--- config.mk ---
export PLATFORM = sky130hd
export DESIGN_NAME = ksa_nibble_sequencer_flat
export DESIGN_NICKNAME = d
export VERILOG_FILES = /design/src/rtl/ksa_nibble_sequencer_if.sv /design/src/rtl/ksa_nibble_sequencer.sv /design/src/flat_wrapper.sv
export SDC_FILE = /design/constraint.sdc
export NUM_CORES = 1
export LEC_CHECK = 0
export CORE_UTILIZATION = 50
export CTS_CLUSTER_SIZE = 12
export DETAILED_ROUTE_END_ITERATION = 10
export PLACE_DENSITY_LB_ADDON = 0.05
export SYNTH_ARGS = -nofsm -noshare
export SYNTH_HDL_FRONTEND = slang
export SYNTH_SLANG_ARGS = --single-unit
--- constraint.sdc ---
create_clock -name clk -period 4.4 [get_ports clk]
set_clock_uncertainty 0.1 [all_clocks]
set_input_delay 0.44 -clock clk [delete_from_list [all_inputs] [get_ports clk]]
set_output_delay 0.44 -clock clk [all_outputs]
set_load 0.05 [all_outputs]
--- src/rtl/ksa_nibble_sequencer_if.sv ---
// Bundles the operand request, adder-facing nibble bus and result handshake
// of the nibble sequencer. The sequencer connects through the slave modport.
interface ksa_nibble_sequencer_if #(
    parameter int WIDTH = 16
);
    logic             in_valid;
    logic             in_ready;
    logic [WIDTH-1:0] in_a;
    logic [WIDTH-1:0] in_b;
    logic             in_cin;
    logic [3:0]       add_a;
    logic [3:0]       add_b;
    logic             add_cin;
    logic [3:0]       add_s;
    logic             add_cout;
    logic             out_valid;
    logic             out_ready;
    logic [WIDTH-1:0] out_sum;
    logic             out_cout;
    logic             out_ovf;
    logic             busy;

    modport slave (
        input  in_valid, in_a, in_b, in_cin, add_s, add_cout, out_ready,
        output in_ready, add_a, add_b, add_cin, out_valid, out_sum, out_cout, out_ovf, busy
    );

    modport master (
        output in_valid, in_a, in_b, in_cin, add_s, add_cout, out_ready,
        input  in_ready, add_a, add_b, add_cin, out_valid, out_sum, out_cout, out_ovf, busy
    );
endinterface

--- src/rtl/ksa_nibble_sequencer.sv ---
// Serialises a WIDTH-bit addition onto an external 4-bit combinational adder,
// one nibble per cycle LSB first, and returns the result over valid/ready.
module ksa_nibble_sequencer #(
    parameter int WIDTH = 16
) (
    input  logic                  clk,
    input  logic                  rst,
    ksa_nibble_sequencer_if.slave bus
);
    localparam int NIB  = WIDTH / 4;
    localparam int IDXW = (NIB > 1) ? $clog2(NIB) : 1;

    localparam logic [1:0] S_IDLE = 2'd0;
    localparam logic [1:0] S_RUN  = 2'd1;
    localparam logic [1:0] S_DONE = 2'd2;

    logic [1:0]       state_q, state_d;
    logic [WIDTH-1:0] a_q, a_d;
    logic [WIDTH-1:0] b_q, b_d;
    logic [WIDTH-1:0] res_q, res_d;
    logic             carry_q, carry_d;
    logic [IDXW-1:0]  idx_q, idx_d;

    logic [3:0] a_nib [NIB];
    logic [3:0] b_nib [NIB];
    logic       run;
    logic       done;
    logic       last;

    assign run  = (state_q == S_RUN);
    assign done = (state_q == S_DONE);
    assign last = (idx_q == IDXW'(NIB - 1));

    // Only the nibble selected by the index captures the adder sum; the
    // others keep their value, so the result assembles in place.
    generate
        for (genvar gi = 0; gi < NIB; gi++) begin : g_nib
            assign a_nib[gi] = a_q[gi*4 +: 4];
            assign b_nib[gi] = b_q[gi*4 +: 4];
            assign res_d[gi*4 +: 4] = (run && (idx_q == IDXW'(gi))) ? bus.add_s
                                                                   : res_q[gi*4 +: 4];
        end
    endgenerate

    always_comb begin
        state_d = state_q;
        a_d     = a_q;
        b_d     = b_q;
        carry_d = carry_q;
        idx_d   = idx_q;
        case (state_q)
            S_IDLE: begin
                if (bus.in_valid) begin
                    a_d     = bus.in_a;
                    b_d     = bus.in_b;
                    carry_d = bus.in_cin;
                    idx_d   = '0;
                    state_d = S_RUN;
                end
            end
            S_RUN: begin
                carry_d = bus.add_cout;
                idx_d   = last ? '0 : idx_q + IDXW'(1);
                if (last) begin
                    state_d = S_DONE;
                end
            end
            S_DONE: begin
                if (bus.out_ready) begin
                    state_d = S_IDLE;
                end
            end
            default: state_d = S_IDLE;
        endcase
    end

    always_ff @(posedge clk) begin
        if (rst) begin
            state_q <= S_IDLE;
            a_q     <= '0;
            b_q     <= '0;
            res_q   <= '0;
            carry_q <= 1'b0;
            idx_q   <= '0;
        end else begin
            state_q <= state_d;
            a_q     <= a_d;
            b_q     <= b_d;
            res_q   <= res_d;
            carry_q <= carry_d;
            idx_q   <= idx_d;
        end
    end

    // Outputs are gated by state so partial results never leak out.
    assign bus.in_ready  = (state_q == S_IDLE);
    assign bus.add_a     = run ? a_nib[idx_q] : 4'd0;
    assign bus.add_b     = run ? b_nib[idx_q] : 4'd0;
    assign bus.add_cin   = run & carry_q;
    assign bus.out_valid = done;
    assign bus.out_sum   = done ? res_q : '0;
    assign bus.out_cout  = done & carry_q;
    assign bus.out_ovf   = done & (a_q[WIDTH-1] == b_q[WIDTH-1])
                                & (res_q[WIDTH-1] != a_q[WIDTH-1]);
    assign bus.busy      = run | done;
endmodule

--- src/flat_wrapper.sv ---
// flat-port wrapper written by rule: the top's interface ports become plain ports
module ksa_nibble_sequencer_flat 
#(
    parameter int WIDTH = 16
)
  (clk, rst, bus_in_valid, bus_in_a, bus_in_b, bus_in_cin, bus_add_s, bus_add_cout, bus_out_ready, bus_in_ready, bus_add_a, bus_add_b, bus_add_cin, bus_out_valid, bus_out_sum, bus_out_cout, bus_out_ovf, bus_busy);
  ksa_nibble_sequencer_if #(.WIDTH(WIDTH)) bus_i ();
  input  logic clk;
  input  logic rst;
  input wire logic [$bits(bus_i.in_valid)-1:0] bus_in_valid;
  input wire logic [$bits(bus_i.in_a)-1:0] bus_in_a;
  input wire logic [$bits(bus_i.in_b)-1:0] bus_in_b;
  input wire logic [$bits(bus_i.in_cin)-1:0] bus_in_cin;
  input wire logic [$bits(bus_i.add_s)-1:0] bus_add_s;
  input wire logic [$bits(bus_i.add_cout)-1:0] bus_add_cout;
  input wire logic [$bits(bus_i.out_ready)-1:0] bus_out_ready;
  output wire logic [$bits(bus_i.in_ready)-1:0] bus_in_ready;
  output wire logic [$bits(bus_i.add_a)-1:0] bus_add_a;
  output wire logic [$bits(bus_i.add_b)-1:0] bus_add_b;
  output wire logic [$bits(bus_i.add_cin)-1:0] bus_add_cin;
  output wire logic [$bits(bus_i.out_valid)-1:0] bus_out_valid;
  output wire logic [$bits(bus_i.out_sum)-1:0] bus_out_sum;
  output wire logic [$bits(bus_i.out_cout)-1:0] bus_out_cout;
  output wire logic [$bits(bus_i.out_ovf)-1:0] bus_out_ovf;
  output wire logic [$bits(bus_i.busy)-1:0] bus_busy;
  assign bus_i.in_valid = bus_in_valid;
  assign bus_i.in_a = bus_in_a;
  assign bus_i.in_b = bus_in_b;
  assign bus_i.in_cin = bus_in_cin;
  assign bus_i.add_s = bus_add_s;
  assign bus_i.add_cout = bus_add_cout;
  assign bus_i.out_ready = bus_out_ready;
  assign bus_in_ready = bus_i.in_ready;
  assign bus_add_a = bus_i.add_a;
  assign bus_add_b = bus_i.add_b;
  assign bus_add_cin = bus_i.add_cin;
  assign bus_out_valid = bus_i.out_valid;
  assign bus_out_sum = bus_i.out_sum;
  assign bus_out_cout = bus_i.out_cout;
  assign bus_out_ovf = bus_i.out_ovf;
  assign bus_busy = bus_i.busy;
  ksa_nibble_sequencer #(.WIDTH(WIDTH)) u_core (.clk(clk), .rst(rst), .bus(bus_i));
endmodule
==> out/metrics.cfg <==
[placement]
dp_cells=398
port_buffers=71
gp_congestion=0.722
dp_hpwl_mm=3.48

[yosys]
synth-seq-area-share=0.437
synth_mux_area_frac=0.0840
ys_ff_latch=53
synthCells=294
synth-simple-area-share=0.263
synth.distinct_cells=23
synthAdderAreaFrac=0.0412
avgSynthCellArea_sq_um=8.26
synth_compound_area_frac=0.122
synthesis.nets=344
synth_top_family_by_area=simple AND/OR/NAND/NOR gates
mappedNetlistArea_sq_um=2430
ys_warn_count=0
synth_xor_area_frac=0

[cells_and_area]
n_antenna_cell=0
final_nets=403
drive_gt1_frac=0.0480
final_common_cell=nand2_1
stdcell_count=406
synthToLayoutAreaGrowth_pct=32.5
n_fill_cell=390
final_cell_mix=nand2_1 (87), clkdlybuf4s50_1 (70), dfxtp_1 (53), a21oi_1 (49), and2_1 (27)

[clock_network]
root_buffer=clkbuf_8
cts_buffers=5
clock-sinks=53
post_cts_buffers=0
clk_pin_slew_ps=90
clk-insertion-delay-late_ps=300
clk_path_buf_depth=2
cts_tree=done
h-tree-depth=2
cts_resized=0
hold_buffers=0

[drt]
wl_per_cell_microns=12.6
viasPerCell=5.30
drt-total-wl_mm=5.10
vias=2153
first_iter_violations=125
drc=0
postRouteAntennaNets=0
dr.pass1.iters=4

[setup_path]
worstPathRequired_ps=3860
rr_worst_depth=5
cp-end-kind=output pin
startpoint_type=flip-flop
critPathArrivalTime_ps=2570
criticalPathCategory=flip-flop to output pin
path_max_fanout=13

[timing]
fin_crit_sh=0.707
tns_ps=0
finalSetupViolCount=0
hold_viol=0
slew_headroom=0.254
tightest_slew_ps=1120
drv_slew=0
max_freq_ghz=0.322
period_minus_slack_ps=3110
rsz0062_at_grt=false

[global_routing]
overflow=0
grt.total_usage=0.220
grt_max_degree=55
grt_pass1_wl_mm=8.85
first_global_vias=2082
antenna_found_initial=0

[floorplan]
die-area_sq_um=5140
io_pins=72
fp.dieW_microns=71.7
core_sq_um=4500
die_h_microns=71.7
start_util=0.539
row_count=24

[power]
power_uw=1170
vdd_drop_max_uv=303
p_leak_uw=0.00118
powerDensity_nw_per_um2=362

[min_path]
hold_path_depth=2
holdCritPathClass=flip-flop to flip-flop

[flow_run]
cap_violations=0

[run_status]
status=finished, final reports clean

-- cell type report --
cell class                 count  area [sq um]  share of cell area
clock inverter                 1          30.0             0.00933
inverter                       6          22.5             0.00700
sequential                    53          1060               0.330
multi-input combinational    215          1240               0.385
timing repair buffer          72           713               0.222
tap                           52          65.1              0.0202
clock buffer                   7          86.3              0.0268
-- critical path, cell delays in order (launching register included) --
cell             delay [ps]
dfxtp_1                 760
mux4_1                  640
and2_1                  170
clkdlybuf4s50_1         690
-- cell usage after synthesis --
master / instances / share of area
a21oi_1: 49 / 0.10
and2_1: 27 / 0.070
ha_1: 8 / 0.041
mux4_1: 1 / 0.011
inv_1: 6 / 0.0093
nand2b_1: 5 / 0.013
nor2_1: 5 / 0.0077
a32oi_1: 2 / 0.0072
a311oi_1: 1 / 0.0036
clkbuf_1: 10 / 0.015
nand3_1: 17 / 0.035
a21boi_0: 1 / 0.0031
o221a_2: 1 / 0.0046
mux2i_1: 2 / 0.0082
buf_2: 4 / 0.0082
mux4_2: 7 / 0.065
a31oi_1: 1 / 0.0026
nand3b_1: 1 / 0.0031
dfxtp_1: 53 / 0.44
buf_1: 1 / 0.0015
buf_4: 3 / 0.0093
nand2_1: 87 / 0.13
buf_6: 2 / 0.0093
-- through the flow --
step	instance area, sq um	setup slack [ps]	util	hold slack [ps]
after CTS	3220	1230	0.714	356
after global placement	3100	1620	0.688	339
after floorplan	2430	1680	-	332
after global routing	3220	1130	0.714	373
after detailed placement	3100	1570	0.688	342
final	3220	1290	0.714	353
-- worst paths after layout --
kind	startpoint	to	slack [ps]
max	u_core.idx_q[0]$_SDFFE_PP0P_	bus_add_b[3]	1290
min	u_core.res_q[8]$_SDFFE_PP0P_	u_core.res_q[8]$_SDFFE_PP0P_	350
max reg2reg	u_core.state_q[1]$_SDFFE_PP0P_	u_core.carry_q$_SDFFE_PP0P_	2240
min reg2reg	u_core.res_q[8]$_SDFFE_PP0P_	u_core.res_q[8]$_SDFFE_PP0P_	350
-- logic make-up after synthesis --
family / Yosys count
AOI/OAI and AO/OA: 55
adders and majority gates: 8
buffers and inverters: 26
DFF: 53
muxes: 10
and+or+nand+nor: 142
-- power breakdown --
group	switching [uW]	total (uW)	internal, uW
clock network	154	339	186
registers	28.3	547	519
logic	162	279	116
-- flip-flops by register name, indices dropped and copies added (netlist names) --
register / cells
u_core.a_q: 16
u_core.b_q: 16
u_core.res_q: 16
u_core.idx_q: 2
u_core.state_q: 2
u_core.carry_q: 1
-- per-layer routing --
metal  wire length, microns  track usage  share of wire  vias up
met3                    221       0.0464          0.043        6
met5                      0            0              0        -
met2                   2510        0.388           0.49       52
met1                   2290        0.257           0.45     1000
li1                       -            -              -     1095
met4                     74       0.0980          0.015        0
Power figures use the tool's default switching activity.
